==> src/rtl/kbd_scan.sv <==
// 4x3 keypad matrix scanner: column drive, row synchronisation, per-frame debounce
// and a small key FIFO read by the downstream Wishbone slave via valid/pop.
module kbd_scan #(
  parameter int clk_freq        = 100000000,
  parameter int scan_hz         = 1000,
  parameter int debounce_frames = 4,
  parameter int fifo_depth      = 4
) (
  input  logic       clk,
  input  logic       rst,
  output logic [3:0] col_out,
  input  logic [2:0] row_in,
  output logic [3:0] key_code,
  output logic       key_valid,
  input  logic       key_pop,
  output logic       key_held,
  output logic       overflow,
  input  logic       clr_ovf
);

  localparam int DIV = clk_freq / scan_hz;
  localparam int TW  = (DIV > 1) ? $clog2(DIV) : 1;
  localparam int PW  = $clog2(fifo_depth);
  localparam int CW  = PW + 1;
  localparam logic [TW-1:0] TICK_MAX   = TW'(DIV - 1);
  localparam logic [3:0]    STABLE_MAX = 4'(debounce_frames);
  localparam logic [CW-1:0] FIFO_FULL  = CW'(fifo_depth);
  localparam logic [3:0]    NONE  = 4'hF;
  localparam logic [3:0]    MULTI = 4'hE;

  typedef enum logic {IDLE, HELD} state_t;

  logic [2:0]    row_s1, row_s2;
  logic [TW-1:0] tick;
  logic [1:0]    col_idx;
  logic          tick_end, frame_end;
  logic [1:0]    acc_cnt, col_hits, tot_cnt;
  logic [3:0]    acc_code, col_code, tot_code;
  logic [2:0]    hit_sum;
  logic [3:0]    cand, prev_cand, stable_cnt, stable_nxt;
  state_t        state_q, state_d;
  logic          push_req;
  logic [3:0]    mem [fifo_depth];
  logic [PW-1:0] wr_ptr, rd_ptr, rd_ptr_nxt;
  logic [CW-1:0] count, count_nxt;
  logic          pop_ok, push_ok, full;

  always_ff @(posedge clk or negedge rst) begin
    if (!rst) begin
      row_s1 <= 3'b111;
      row_s2 <= 3'b111;
    end else begin
      row_s1 <= row_in;
      row_s2 <= row_s1;
    end
  end

  assign tick_end  = (tick == TICK_MAX);
  assign frame_end = tick_end && (col_idx == 2'd3);

  always_ff @(posedge clk or negedge rst) begin
    if (!rst) begin
      tick    <= '0;
      col_idx <= 2'd0;
      col_out <= 4'b1110;
    end else if (tick_end) begin
      tick    <= '0;
      col_idx <= col_idx + 2'd1;
      col_out <= ~(4'b0001 << (col_idx + 2'd1));
    end else begin
      tick <= tick + 1'b1;
    end
  end

  // Fold the current column's sample into the frame totals; 2 means "two or more keys".
  always_comb begin
    col_hits = 2'd0;
    col_code = 4'd0;
    for (int r = 0; r < 3; r++) begin
      if (!row_s2[r]) begin
        col_hits = col_hits + 2'd1;
        col_code = 4'(col_idx) * 4'd3 + 4'(r);
      end
    end
    hit_sum  = {1'b0, acc_cnt} + {1'b0, col_hits};
    tot_cnt  = (hit_sum >= 3'd2) ? 2'd2 : hit_sum[1:0];
    tot_code = (acc_cnt == 2'd1) ? acc_code : col_code;
    cand     = (tot_cnt == 2'd0) ? NONE : (tot_cnt == 2'd1) ? tot_code : MULTI;
    if (cand == prev_cand)
      stable_nxt = (stable_cnt >= STABLE_MAX) ? STABLE_MAX : stable_cnt + 4'd1;
    else
      stable_nxt = 4'd1;
  end

  always_ff @(posedge clk or negedge rst) begin
    if (!rst) begin
      acc_cnt    <= 2'd0;
      acc_code   <= 4'd0;
      prev_cand  <= NONE;
      stable_cnt <= 4'd0;
    end else if (frame_end) begin
      acc_cnt    <= 2'd0;
      acc_code   <= 4'd0;
      prev_cand  <= cand;
      stable_cnt <= stable_nxt;
    end else if (tick_end) begin
      acc_cnt  <= tot_cnt;
      acc_code <= tot_code;
    end
  end

  always_ff @(posedge clk or negedge rst) begin
    if (!rst) state_q <= IDLE;
    else      state_q <= state_d;
  end

  // One push per debounced press; a release must be seen before the next push.
  always_comb begin
    state_d  = state_q;
    push_req = 1'b0;
    if (frame_end) begin
      unique case (state_q)
        IDLE: if (cand < 4'd12 && stable_nxt == STABLE_MAX) begin
          push_req = 1'b1;
          state_d  = HELD;
        end
        HELD: if (cand == NONE && stable_nxt == STABLE_MAX) state_d = IDLE;
        default: state_d = IDLE;
      endcase
    end
  end

  assign key_held = (state_q == HELD);

  always_comb begin
    pop_ok     = key_pop && (count != '0);
    full       = (count == FIFO_FULL);
    push_ok    = push_req && (!full || pop_ok);
    rd_ptr_nxt = pop_ok ? rd_ptr + 1'b1 : rd_ptr;
    unique case ({push_ok, pop_ok})
      2'b10:   count_nxt = count + 1'b1;
      2'b01:   count_nxt = count - 1'b1;
      default: count_nxt = count;
    endcase
  end

  always_ff @(posedge clk) begin
    if (push_ok) mem[wr_ptr] <= cand;
  end

  // The head register must see a code written on this same edge when it becomes the head.
  always_ff @(posedge clk or negedge rst) begin
    if (!rst) begin
      wr_ptr    <= '0;
      rd_ptr    <= '0;
      count     <= '0;
      key_valid <= 1'b0;
      key_code  <= 4'd0;
      overflow  <= 1'b0;
    end else begin
      if (push_ok) wr_ptr <= wr_ptr + 1'b1;
      rd_ptr    <= rd_ptr_nxt;
      count     <= count_nxt;
      key_valid <= (count_nxt != '0);
      if (count_nxt == '0)
        key_code <= 4'd0;
      else if (push_ok && rd_ptr_nxt == wr_ptr)
        key_code <= cand;
      else
        key_code <= mem[rd_ptr_nxt];
      if (push_req && full && !pop_ok) overflow <= 1'b1;
      else if (clr_ovf)                overflow <= 1'b0;
    end
  end

endmodule

==> config.mk <==
export PLATFORM = sky130hd
export DESIGN_NAME = kbd_scan
export DESIGN_NICKNAME = d
export VERILOG_FILES = /design/src/rtl/kbd_scan.sv
export SDC_FILE = /design/constraint.sdc
export NUM_CORES = 1
export LEC_CHECK = 0
export CORE_ASPECT_RATIO = 0.6
export CORE_UTILIZATION = 35
export DETAILED_ROUTE_END_ITERATION = 10
export GPL_TIMING_DRIVEN = 0
export PLACE_DENSITY = 0.57
export SYNTH_ARGS = -nofsm -noshare
export SYNTH_HDL_FRONTEND = slang
export SYNTH_SLANG_ARGS = --single-unit
==> constraint.sdc <==
create_clock -name clk -period 6.8 [get_ports clk]
set_input_delay 0.68 -clock clk [delete_from_list [all_inputs] [get_ports clk]]
set_output_delay 0.68 -clock clk [all_outputs]
set_load 0.02 [all_outputs]
==> PnR_summary.wiki <==
{| class="wikitable"
! Metric !! Value
|-
| Result of the run || completed
|-
| Drt pass-1 iters || 4
|-
| Max-slew violation total from the final report || 0
|-
| Die X-Extent || 138 um
|-
| Hold buffer count at cts || 0
|-
| Core Rows || 29
|-
| Share of Yosys cell area claimed by the top area cell type || 0.286
|-
| TritonCTS Buffers || 9
|-
| Post-synth net total || a little under 400
|-
| Filler instances || roughly 1000
|-
| Number of library cell types mapped by synthesis || 61
|-
| Library cell with the largest summed area after synthesis || dfrtp_1
|-
| Area of the die || ~0.011 mm2
|-
| Worst setup path category || flip-flop to flip-flop
|-
| Critical path capture point type || flip-flop
|-
| Combinational fraction of design power || 0.046
|-
| Dpl hpwl || just under 6000 um
|-
| Fraction of power spent switching nets || 0.224
|-
| Top post-synthesis cells by area || dfrtp_1 29%, edfxtp_1 12%, dfstp_2 8.9%, ha_1 4.5%, nand2_1 3.5%
|-
| Non-filler cells in the finished layout || around 540
|-
| Via count of the first global-routing pass || between 2000 and 3000
|-
| Signal arrival time at the worst endpoint || roughly 5.6 ns
|-
| Max clock buf depth || 2
|-
| Core ar. || 0.0106 mm2
|-
| Final count of hold timing violations || 0
|-
| Largest net degree at the start of global routing || 34
|-
| First-pass GRT wire length || roughly 13000 um
|-
| Post-route worst setup slack || approximately 1.5 ns
|-
| Clock net sink count || 73
|-
| Cell count after synthesis || ~370
|-
| Number of antenna-violating nets in the routed design || 0
|-
| Number of DRC violations after detailed-routing iteration 0 || approximately 120
|-
| LEAKAGE || between 0.0015 and 0.002 uW
|-
| Clock root buffer master || clkbuf_16
|-
| Worst hold path class || flip-flop to flip-flop
|-
| Critical-path maximum fanout || 9
|-
| GP Congestion || 0.786
|-
| Most common cell in the netlist || dfrtp_1
|-
| Drt total wl || 7860 um
|-
| Setup total negative slack || 0 ns
|-
| Int Pwr || ~750 uW
|-
| IO Port Bufs || 16
|-
| Sequential power share || 0.470
|-
| Antenna cells || 0
|-
| Startpoint types || flip-flop
|-
| Setup repair after global routing missed its margin || no
|-
| Total number of yosys warnings || 0
|-
| Placed cell count || 528
|-
| Number of enable-type register cells in the synthesized netlist || 16
|-
| Clock power share || 0.484
|-
| Minimum setup slack after placement || around 1.6 ns
|-
| Net Sw Power || around 220 uW
|-
| Post-CTS Setup Inserts || 0
|-
| Vert. Die Dim || between 80 and 90 um
|-
| Clk Latency, worst-skew pair || ~0.33 ns
|-
| Vias after detailed routing || around 2700
|-
| Power density over the cells || roughly 210 mW/mm2
|-
| Achievable clock frequency || about 190 MHz
|-
| Standard cell area after detailed placement || about 0.0042 mm2
|-
| Worst supply voltage drop on vdd || ~0.12 mV
|-
| Number of antenna violations at the first check in global routing || 0
|-
| Post-synthesis async set-or-reset flop share || 0.781
|-
| Share of final-layout standard cells stronger than drive strength 1 || 0.126
|-
| Remaining DRCs || 0
|-
| Vias/cell || between 5 and 6
|-
| Synth Flop Type || dfrtp_1
|-
| # setup viols final || 0
|-
| Netlist area before placement || 0.00386 mm2
|-
| Synthesized area divided by synthesized cell count || 10.4 um2
|-
| Setup skew after layout || approximately 0.0073 ns
|-
| I/O Pins || 18
|-
| FF+latch count, synth || 73
|-
| Slew HR || 0.428
|-
| Required time at the endpoint of the critical path || 7.02 ns
|-
| Layout Cell Area excl Fill || ~0.0045 mm2
|-
| Min Tclk post-route || approximately 5.3 ns
|-
| Maxcap violations || 0
|-
| Total of cells resized after clock tree synthesis || 0
|-
| Slew at the pin with the worst max-slew slack || between 0.8 and 0.9 ns
|-
| Final net count || approximately 420
|-
| Clock H-tree levels || 3
|-
| Cell types with the highest counts after synthesis || 44 x dfrtp_1, 36 x nand2_1, 35 x nor2_1
|-
| Routed wirelength normalized by instance count || about 14 um
|-
| Initial standard-cell utilization of the core || 0.363
|-
| GR Util All Layers || 0.154
|-
| Area growth, synth to finish || 16.7%
|-
| Final period util || 0.787
|-
| Clock-pin transition on the worst setup and hold timing paths || ~0.06 ns
|-
| Register area share after synthesis || 0.499
|-
| TritonCTS clock tree || yes
|-
| Final global-route overflow total || 0
|}
==> layout make-up <==
class | count | area, um2 | area share
flip-flops and latches | 73 | 1920 | 0.427
multi-input cells | 263 | 1790 | 0.397
clock buffers | 9 | 225 | 0.0500
repair buffers | 17 | 175 | 0.0389
well taps | 139 | 174 | 0.0386
inverters | 23 | 86.3 | 0.0192
clock inverters | 7 | 70.1 | 0.0156
plain buffers | 13 | 61.3 | 0.0136
==> worst max-delay path: stages, from the launching register on <==
cell and delay, ns:
dfstp_2 0.58, inv_1 0.06, ha_1 0.28, xnor2_1 0.25, ha_1 0.19, inv_1 0.05, fa_1 0.51, and3_1 0.16
clkbuf_1 0.28, o21ai_1 0.17, nor2_1 0.20, inv_1 0.19, a21o_1 0.24, and4b_1 0.24, buf_2 0.19, nor2_1 0.07
fa_1 0.50, nor2b_1 0.30, nand2_1 0.10, nor4b_1 0.30, o21ai_1 0.15, nand3b_4 0.15, nor2_1 0.07
==> path summary, 6_finish.rpt <==
check	from	end	slack (ns)	cells after the start
max in group asynchronous	rst	row_s2[2]	5.77	2
worst max-delay path	row_s2[1]	key_code[1]	1.45	22
worst max register to register	row_s2[1]	key_code[1]	1.45	22
worst min register to register	row_s1[0]	row_s2[0]	0.35	0
worst min-delay path	row_s1[0]	row_s2[0]	0.35	0
min in group asynchronous	rst	rd_ptr[0]	0.37	1
==> flip-flops by register name, summed over array words and instances (netlist names), 3 cells and up <==
register	cells
prev_cand	4
row_s1	3
col_out	4
key_code	4
stable_cnt	4
mem	16
acc_code	4
tick	17
count	3
row_s2	3
==> power by group through the flow <==
stage               clock network (uW)  registers (uW)  logic [uW]
floorplan                            0             462        25.0
detailed placement                   0             462        45.2
global route                       501             454        50.3
finish                             468             454        44.9
CTS                                482             454        45.4
global placement                     0             462        43.1
==> cells by family after synthesis <==
kind of cell               count (synthesis)  share of synthesized area
and+or+nand+nor                          146                      0.213
DFF                                       73                      0.499
AOI/OAI and AO/OA                         65                      0.107
buffers and inverters                     36                     0.0383
xor gates and xnor gates                  24                     0.0565
adders and majority gates                 16                     0.0558
muxes                                     12                     0.0315
==> cell usage in the layout, fill, tap and decap left out, drive strengths merged, types with 2 or more instances in the layout <==
cell,netlist,routed
dfstp,13,13
nand2,36,36
clkbuf,8,17
nor3,3,3
clkinv,0,4
edfxtp,16,16
nand2b,3,3
and4,3,3
nand3b,4,4
dfrtp,44,44
buf,5,7
o21ai,31,31
a311oi,2,2
ha,14,14
nor2b,8,8
xor2,12,12
fa,2,2
clkdlybuf4s50,0,15
o211ai,3,3
nor4,5,5
and3,7,7
o21a,3,3
mux2i,11,11
a21oi,10,10
inv,23,24
xnor2,12,12
and2,8,8
or2,2,2
nor4b,2,2
a211oi,6,6
nand4,4,4
or3,2,2
nor2,37,37
nand3,14,14
==> per-stage QoR <==
stage / hold slack, ns / total power, uW / utilization
detailed placement: 0.347 / 508 / 0.396
global route: 0.360 / 1010 / 0.423
floorplan: 0.345 / 487 / -
finish: 0.355 / 967 / 0.423
global placement: 0.346 / 505 / 0.394
CTS: 0.356 / 982 / 0.423
==> metal layers <==
metal,part of all wire,vias to the layer above,global-route usage
met1,0.55,1323,0.241
met5,0,-,0
li1,-,1357,-
met4,0.0090,0,0.0450
met3,0.034,8,0.0421
met2,0.41,47,0.200
Note: power is estimated with default switching activity, not from simulation.
